==> src/rtl/seg_pkg.sv <==
// Shared types and segment constants for the display scheduler.
// Holds the FSM state enum, the 2-bit code type and segment patterns.
package seg_pkg;

    typedef enum logic [1:0] {
        IDLE,
        OWN_A,
        OWN_B,
        GAP
    } state_t;

    typedef logic [1:0] code_t;

    localparam logic [7:0] SEG_BLANK = 8'h00;
    localparam logic [7:0] SEG_ZERO  = 8'h3F;
    localparam logic [7:0] SEG_ONE   = 8'h06;
    localparam logic [7:0] SEG_TWO   = 8'h5B;

endpackage

==> src/rtl/seg_scheduler_if.sv <==
// Requester/display bundle between the two requesters and the scheduler.
// master: drives req_a/val_a/req_b/val_b; slave: drives gnt_a/gnt_b/busy/SEG.
import seg_pkg::*;

interface seg_scheduler_if;
    logic        req_a;
    code_t       val_a;
    logic        req_b;
    code_t       val_b;
    logic        gnt_a;
    logic        gnt_b;
    logic        busy;
    logic [7:0]  SEG;

    modport master (
        output req_a, val_a, req_b, val_b,
        input  gnt_a, gnt_b, busy, SEG
    );

    modport slave (
        input  req_a, val_a, req_b, val_b,
        output gnt_a, gnt_b, busy, SEG
    );
endinterface

==> src/rtl/seg_decoder.sv <==
// Combinational 2-bit code to 7-segment pattern (bit 0 = a, bit 7 = dp).
// Ports: code (in, 2 bits), pattern (out, 8 bits).
import seg_pkg::*;

module seg_decoder (
    input  code_t      code,
    output logic [7:0] pattern
);
    always_comb begin
        pattern = SEG_BLANK;
        case (code)
            2'b00:   pattern = SEG_BLANK;
            2'b01:   pattern = SEG_ZERO;
            2'b10:   pattern = SEG_ONE;
            2'b11:   pattern = SEG_TWO;
            default: pattern = SEG_BLANK;
        endcase
    end
endmodule

==> src/rtl/seg_scheduler.sv <==
// Round-robin owner of a shared 7-segment display for requesters A and B.
// Ports: clk_2, reset (sync, active-high), bus (seg_scheduler_if.slave).
// Macro SEG_OWNER_DP_EN: when defined, SEG[7] lights while B owns.
import seg_pkg::*;

module seg_scheduler #(
    parameter int unsigned DWELL   = 4,
    parameter int unsigned GAP_CYC = 1
) (
    input  logic            clk_2,
    input  logic            reset,
    seg_scheduler_if.slave  bus
);
    localparam logic [3:0] DWELL_LD = 4'(DWELL - 1);
    localparam logic [3:0] GAP_LD   = 4'(GAP_CYC - 1);

    state_t     state, state_nx;
    logic [3:0] cnt, cnt_nx;
    logic       prio_a, prio_a_nx;
    code_t      code, code_nx;
    logic [7:0] pat;
    logic [7:0] seg_nx;
    logic       own_nx;

    // prio_a = 1 means A wins a tie; it flips to the other side on grant.
    always_comb begin
        state_nx  = state;
        cnt_nx    = cnt;
        prio_a_nx = prio_a;
        code_nx   = code;
        unique case (state)
            IDLE: begin
                if (bus.req_a && (!bus.req_b || prio_a)) begin
                    state_nx  = OWN_A;
                    cnt_nx    = DWELL_LD;
                    code_nx   = bus.val_a;
                    prio_a_nx = 1'b0;
                end else if (bus.req_b) begin
                    state_nx  = OWN_B;
                    cnt_nx    = DWELL_LD;
                    code_nx   = bus.val_b;
                    prio_a_nx = 1'b1;
                end
            end
            OWN_A: begin
                if (cnt == 4'd0 || !bus.req_a) begin
                    state_nx = GAP;
                    cnt_nx   = GAP_LD;
                end else begin
                    cnt_nx = cnt - 4'd1;
                end
            end
            OWN_B: begin
                if (cnt == 4'd0 || !bus.req_b) begin
                    state_nx = GAP;
                    cnt_nx   = GAP_LD;
                end else begin
                    cnt_nx = cnt - 4'd1;
                end
            end
            GAP: begin
                if (cnt == 4'd0) begin
                    state_nx = IDLE;
                end else begin
                    cnt_nx = cnt - 4'd1;
                end
            end
            default: begin
                state_nx = IDLE;
                cnt_nx   = 4'd0;
            end
        endcase
    end

    // Decode the code that will be held in the next state, so the
    // registered SEG lines up with the registered grant.
    seg_decoder u_dec (
        .code    (code_nx),
        .pattern (pat)
    );

    always_comb begin
        own_nx = (state_nx == OWN_A) || (state_nx == OWN_B);
        seg_nx = own_nx ? pat : SEG_BLANK;
`ifdef SEG_OWNER_DP_EN
        seg_nx[7] = (state_nx == OWN_B);
`else
        seg_nx[7] = 1'b0;
`endif
    end

    always_ff @(posedge clk_2) begin
        if (reset) begin
            state     <= IDLE;
            cnt       <= 4'd0;
            prio_a    <= 1'b1;
            code      <= 2'b00;
            bus.gnt_a <= 1'b0;
            bus.gnt_b <= 1'b0;
            bus.busy  <= 1'b0;
            bus.SEG   <= SEG_BLANK;
        end else begin
            state     <= state_nx;
            cnt       <= cnt_nx;
            prio_a    <= prio_a_nx;
            code      <= code_nx;
            bus.gnt_a <= (state_nx == OWN_A);
            bus.gnt_b <= (state_nx == OWN_B);
            bus.busy  <= (state_nx != IDLE);
            bus.SEG   <= seg_nx;
        end
    end
endmodule

==> src/flat_wrapper.sv <==
// flat-port wrapper written by rule: the top's interface ports become plain ports
module seg_scheduler_flat 
#(
    parameter int unsigned DWELL   = 4,
    parameter int unsigned GAP_CYC = 1
)
  (clk_2, reset, bus_req_a, bus_val_a, bus_req_b, bus_val_b, bus_gnt_a, bus_gnt_b, bus_busy, bus_SEG);
  seg_scheduler_if bus_i ();
  input  logic clk_2;
  input  logic reset;
  input wire logic [$bits(bus_i.req_a)-1:0] bus_req_a;
  input wire logic [$bits(bus_i.val_a)-1:0] bus_val_a;
  input wire logic [$bits(bus_i.req_b)-1:0] bus_req_b;
  input wire logic [$bits(bus_i.val_b)-1:0] bus_val_b;
  output wire logic [$bits(bus_i.gnt_a)-1:0] bus_gnt_a;
  output wire logic [$bits(bus_i.gnt_b)-1:0] bus_gnt_b;
  output wire logic [$bits(bus_i.busy)-1:0] bus_busy;
  output wire logic [$bits(bus_i.SEG)-1:0] bus_SEG;
  assign bus_i.req_a = bus_req_a;
  assign bus_i.val_a = bus_val_a;
  assign bus_i.req_b = bus_req_b;
  assign bus_i.val_b = bus_val_b;
  assign bus_gnt_a = bus_i.gnt_a;
  assign bus_gnt_b = bus_i.gnt_b;
  assign bus_busy = bus_i.busy;
  assign bus_SEG = bus_i.SEG;
  seg_scheduler #(.DWELL(DWELL), .GAP_CYC(GAP_CYC)) u_core (.clk_2(clk_2), .reset(reset), .bus(bus_i));
endmodule
==> config.mk <==
export PLATFORM = sky130hd
export DESIGN_NAME = seg_scheduler_flat
export DESIGN_NICKNAME = d
export VERILOG_FILES = /design/src/rtl/seg_pkg.sv /design/src/rtl/seg_scheduler_if.sv /design/src/rtl/seg_decoder.sv /design/src/rtl/seg_scheduler.sv /design/src/flat_wrapper.sv
export SDC_FILE = /design/constraint.sdc
export NUM_CORES = 1
export LEC_CHECK = 0
export CORE_UTILIZATION = 50
export DETAILED_ROUTE_END_ITERATION = 12
export PLACE_DENSITY = 0.78
export SLEW_MARGIN = 40
export SYNTH_ARGS = -nofsm -noshare
export SYNTH_HDL_FRONTEND = slang
export SYNTH_SLANG_ARGS = --single-unit
==> constraint.sdc <==
create_clock -name clk_2 -period 3.7 [get_ports clk_2]
set_input_delay 0.925 -clock clk_2 [delete_from_list [all_inputs] [get_ports clk_2]]
set_output_delay 0.925 -clock clk_2 [all_outputs]
set_load 0.05 [all_outputs]
After elaboration in Yosys (flattened, before gate mapping) --
Cells that the tools add are included.
Word-level totals: bits in registers 20, bits of input ports 8, logic and storage cells 54
Operators by class: add/sub/neg operators 1, equal/unequal tests 10, mux-type cells 18, bitwise gates (word level) 1, reductions and logical operators 15
Operators by type and width (number):
- $pmux 8 s4 | 1
- $mux 4 | 5
- $mux 2 | 8
- $pmux 4 s4 | 1
- $eq 2x2->1 const B | 5
- $pmux 2 s4 | 1
- $eq 2x1->1 const B | 3
- $logic_not 2->1 | 2
- $logic_not 4->1 | 1
- $logic_or 1x1->1 | 4
- $reduce_and 2->1 | 2
- $reduce_bool 2->1 | 2
- $sub 4x1->4 const B | 1
- $ne 3x2->1 const B | 1
- $logic_not 1->1 | 2
- $mux 1 | 2
- $ne 2x2->1 const B | 1
- $reduce_or 2->1 | 1
- $logic_and 1x1->1 | 1
- $not 1->1 | 1

Depth between registers and ports, before layout --
depth in word-level cells 9, mapped depth 8, gate-level depth less buffers 8

Hierarchy --
From an unflattened synthesis, not the netlist that was laid out.
Unflattened totals: cells, all modules 110, area total of the unflattened synthesis 953.4 um^2
Modules (own cells, without submodules):
- seg_scheduler | instances 1, cells each 98, area an instance 855.8 um^2, seq. area each 380.4 um^2
- seg_decoder | instances 1, cells each 12, area an instance 97.6 um^2, seq. area each 0.0 um^2

Least setup slack after synthesis --
Ideal clock, no wire load.
path type input -> register, from input bus_req_b, to register u_core.bus.SEG[2], library setup time 0.115 ns, arrival time 1.891 ns, required time 3.585 ns, setup slack 1.694 ns, cell stages on the path 6, buffers on the path 0, cell sequence nand2b_1 nand3_1 a21boi_2 ha_1 nor2b_1 and2_1
Between the ends: longest elaborated chain between the ends 9, elaborated cells on any way between the ends 21
Ends and longest elaborated chain:
- start: declaration | RTL line flat_wrapper.sv:13 | input wire logic [$bits(bus_i.req_b)-1:0] bus_req_b;
- $logic_not 1->1 | RTL line seg_scheduler.sv:33, seg_scheduler.sv:54
- $logic_or 1x1->1 | RTL line seg_scheduler.sv:33 | if (bus.req_a && (!bus.req_b || prio_a)) begin
- $logic_and 1x1->1 | RTL line seg_scheduler.sv:33
- $mux 2 | RTL line seg_scheduler.sv:33
- $pmux 2 s4 | RTL line seg_scheduler.sv:31 | unique case (state)
- $eq 2x1->1 / $eq 2x2->1 (equally long branches) | RTL line seg_scheduler.sv:83 | own_nx = (state_nx == OWN_A) || (state_nx == OWN_B);
- $logic_or 1x1->1 | RTL line seg_scheduler.sv:83
- $not 1->1 (no line)
- $reduce_or 2->1 (no line)
- end signal: assignment | RTL line seg_scheduler.sv:110 | bus.SEG <= seg_nx;
- end: declaration | RTL line seg_scheduler_if.sv:22 | output gnt_a, gnt_b, busy, SEG
Parallel ways exist; a longest one is shown, timed or not. The select of a mux whose other input is x is not followed. A chain may end at the register's enable or synchronous reset.

Worst setup path in the final report --
Same ends and word-level chain as after synthesis.

==> reports/qor.yml <==
floorplanning:
  core-area_um2: 1560
  initial_core_util: 0.556
  die-width_um: 43.6
  num_io_pins: 19
  die_y_um: 43.6
  dieArea_um2: 1900
  rows: 14
hold_path:
  worst_hold_path_type: "flop to flop"
clock_tree:
  postCtsSetupBuffers: 0
  cts_buffer_depth: 2
  cts-root-buf: "clkbuf_4"
  numCtsBuffers: 3
  cts_resized: 0
  path_clk_slew_ns: 0.09
  cts_tree: "built"
  cts.sinks: 17
  holdBufCountCts: 0
  clock_latency_ns: 0.28
  cts_max_level: 1
outcome:
  violations: "design-rule violations"
  outcome: "finished, violations left"
pwr:
  p_clk_frac: 0.098
  internal_power_uw: 504
  power.leakage_nw: 0.438
  power_frac_comb: 0.596
  p_seq_frac: 0.306
  irDropWorstVdd_mv: 0.431
  swShare: 0.473
  p_sw_uw: 452
  pwr_density_cell_nw_per_um2: 905
route:
  vias_per_cell: 5.46
  drc: 1
  top_layer: "met4"
  wirelength_um: 1660
  wl_met3_um: 67
  post_drt_wl_per_cell_um: 13.0
  wl_met1_um: 749
  drtIter0Drc: 15
  vias: 694
  ant_nets: 0
  wl_met2_um: 829
  first_pass_iters: 8
timing:
  relSlewSlack: 0.657
  worstMarginPinSlew_ns: 0.512
  min_period_over_period: 0.680
  fin_skew_ns: 0.00555
  final_max_slew_viol_count: 0
  period_needed_ns: 2.51
  tns_ns: 0
  rsz0062_at_grt: "false"
  fmax_mhz: 398
  finalSetupViolations: 0
  finalHoldViolations: 0
worst_setup_path:
  slowest_stage: "clkdlybuf4s50_1"
  cp-start-kind: "primary input"
  cp-end-kind: "flop"
  reg2regPathDepth: 8
  arrival_ns: 2.70
  critical_path_class: "primary input to flop"
  critPathBufInv: 1
  worst_path_dominant_cell_family: "buffers and inverters"
  slowest_delay_ns: 0.60
  timing.rr.end: "u_core.bus.SEG[2]$_SDFF_PP0_"
  worstSetupEndpoint: "u_core.bus.SEG[2]$_SDFF_PP0_"
  r2r_start: "u_core.cnt[0]$_SDFFE_PP0P_"
  critPathLaunch: "bus_req_b"
  cp_data_required_time_ns: 3.89
  critPathMaxFanout: 6
  rrSetupSlack_ns: 1.50
  cp.depth: 7
  path_cells: "clkdlybuf4s50_1 -> nand2b_1 -> nand3_1 -> a21boi_2 -> ha_1 -> nor2b_1 -> and2_1"
finish:
  insertedDiodeCount: 0
  stdcell_count: 127
  area_growth_pct: 21.9
  fillers: 130
  drive_gt1_frac: 0.108
  fin_nets: 128
logic_synthesis:
  synth-main-ff-cell: "dfxtp_1"
  yosysMostFrequentCell: "dfxtp_1"
  ys_top_cells_by_count: "dfxtp_1 (17), nor2_1 (12), ha_1 (8), inv_1 (8), o21bai_1 (4)"
  synth_warnings: 0
  synthArstFlopShare: 0
  synth.avg_cell_area_um2: 9.22
  synth_area_leaders: "dfxtp_1 (39%), ha_1 (12%), nor2_1 (5.2%), inv_1 (3.5%), o21bai_1 (3.5%)"
  synth-edff-count: 0
  yosys.area.top_type_share: 0.392
  synth_seq_area_share: 0.392
  synth_cells: 94
  netlist_area_um2: 867
  syn_nets: 110
  ys_ff_latch: 17
  yosys.area.top_type: "dfxtp_1"
  yosys.cell_types.count: 31
placed_design:
  placed_cells: 123
  dpl.hpwl_um: 1290
  place_congestion: 0.795
  io_buffers: 17
global_routing:
  grt_max_degree: 15
  track_usage: 0.207
  grt_pass1_wl_um: 2880
  grt_overflow: 0
  grt_antenna_before_repair: 0
  grt_pass1_vias: 664
flow_run:
  cap_violations: 0
==> logic make-up after synthesis <==
group / after synthesis / share of synthesized area
flip-flops: 17 / 0.393
buffers and inverters: 12 / 0.0649
adder cells (fa/ha/maj): 8 / 0.115
other: 1 / 0.00432
AO/OA/AOI/OAI: 23 / 0.218
AND/OR/NAND/NOR: 33 / 0.205
==> registers in the layout, summed over array words and instances, names as in the netlist <==
register and cells:
u_core.bus.SEG 5, u_core.bus.busy 1, u_core.bus.gnt_a 1, u_core.bus.gnt_b 1
u_core.cnt 4, u_core.code 2, u_core.prio_a 1, u_core.state 2
==> layout by cell type (no fill, tap or decap), types with 3 or more instances in the layout <==
master / instances
and2_1: 3
a311oi_1: 3
a21oi_1: 3
a31oi_1: 3
nand3_1: 3
clkbuf_4: 3
ha_1: 8
clkdlybuf4s50_1: 17
nor2b_1: 3
o21bai_1: 4
inv_1: 8
dfxtp_1: 17
nor2_1: 12
==> power groups by stage <==
stage | Combinational, mW | Clock [mW] | Sequential, mW
final | 0.570 | 0.0939 | 0.293
after global routing | 0.622 | 0.108 | 0.303
after CTS | 0.570 | 0.0978 | 0.293
after detailed placement | 0.566 | 0 | 0.298
after global placement | 0.557 | 0 | 0.294
after floorplan | 0.332 | 0 | 0.393
==> stage by stage <==
| step | setup slack (ns) | instance area [µm²] | power [mW] | utilization | hold WS (ns) |
|---|---|---|---|---|---|
| after CTS | 1.20 | 1060 | 0.960 | 0.678 | 0.523 |
| after floorplan | 1.69 | 867 | 0.725 | - | 0.476 |
| after global routing | 1.08 | 1060 | 1.03 | 0.678 | 0.581 |
| after global placement | 0.949 | 1030 | 0.850 | 0.661 | 0.504 |
| final | 1.19 | 1060 | 0.957 | 0.678 | 0.519 |
| after detailed placement | 0.899 | 1030 | 0.864 | 0.661 | 0.510 |
==> cell type report <==
| type | count | area, µm² | area share |
|---|---|---|---|
| Tap cell | 16 | 20.0 | 0.0189 |
| Clock buffer | 4 | 26.3 | 0.0249 |
| Timing Repair Buffer | 17 | 170 | 0.161 |
| Multi-Input combinational cell | 65 | 470 | 0.445 |
| Sequential cell | 17 | 340 | 0.322 |
| Inverter | 8 | 30.0 | 0.0284 |
==> worst reg2reg max path, stage by stage (launching register included) <==
cell,delay [ns]
dfxtp_1,0.33
inv_1,0.09
ha_1,0.20
nor3b_2,0.27
nand3_1,0.26
a21boi_2,0.32
ha_1,0.29
nor2b_1,0.16
and2_1,0.18
==> worst min path at each step <==
| stage | slack (ns) | from | cells past startpoint | endpoint |
|---|---|---|---|---|
| finish | 0.52 | u_core.cnt[1]$_SDFFE_PP0P_ | 2 | u_core.cnt[1]$_SDFFE_PP0P_ |
| floorplan | 0.48 | u_core.prio_a$_SDFFE_PP1P_ | 2 | u_core.prio_a$_SDFFE_PP1P_ |
| global route | 0.58 | u_core.cnt[1]$_SDFFE_PP0P_ | 2 | u_core.cnt[1]$_SDFFE_PP0P_ |
| detailed placement | 0.51 | u_core.cnt[1]$_SDFFE_PP0P_ | 2 | u_core.cnt[1]$_SDFFE_PP0P_ |
| CTS | 0.52 | u_core.cnt[1]$_SDFFE_PP0P_ | 2 | u_core.cnt[1]$_SDFFE_PP0P_ |
| global placement | 0.50 | u_core.cnt[0]$_SDFFE_PP0P_ | 2 | u_core.cnt[0]$_SDFFE_PP0P_ |
==> layer usage <==
layer,up-vias,global-route usage
li1,357,-
met4,0,0.0625
met5,-,0
met2,15,0.334
met1,320,0.264
met3,2,0.0625
Note: power is estimated with default switching activity, not from simulation.
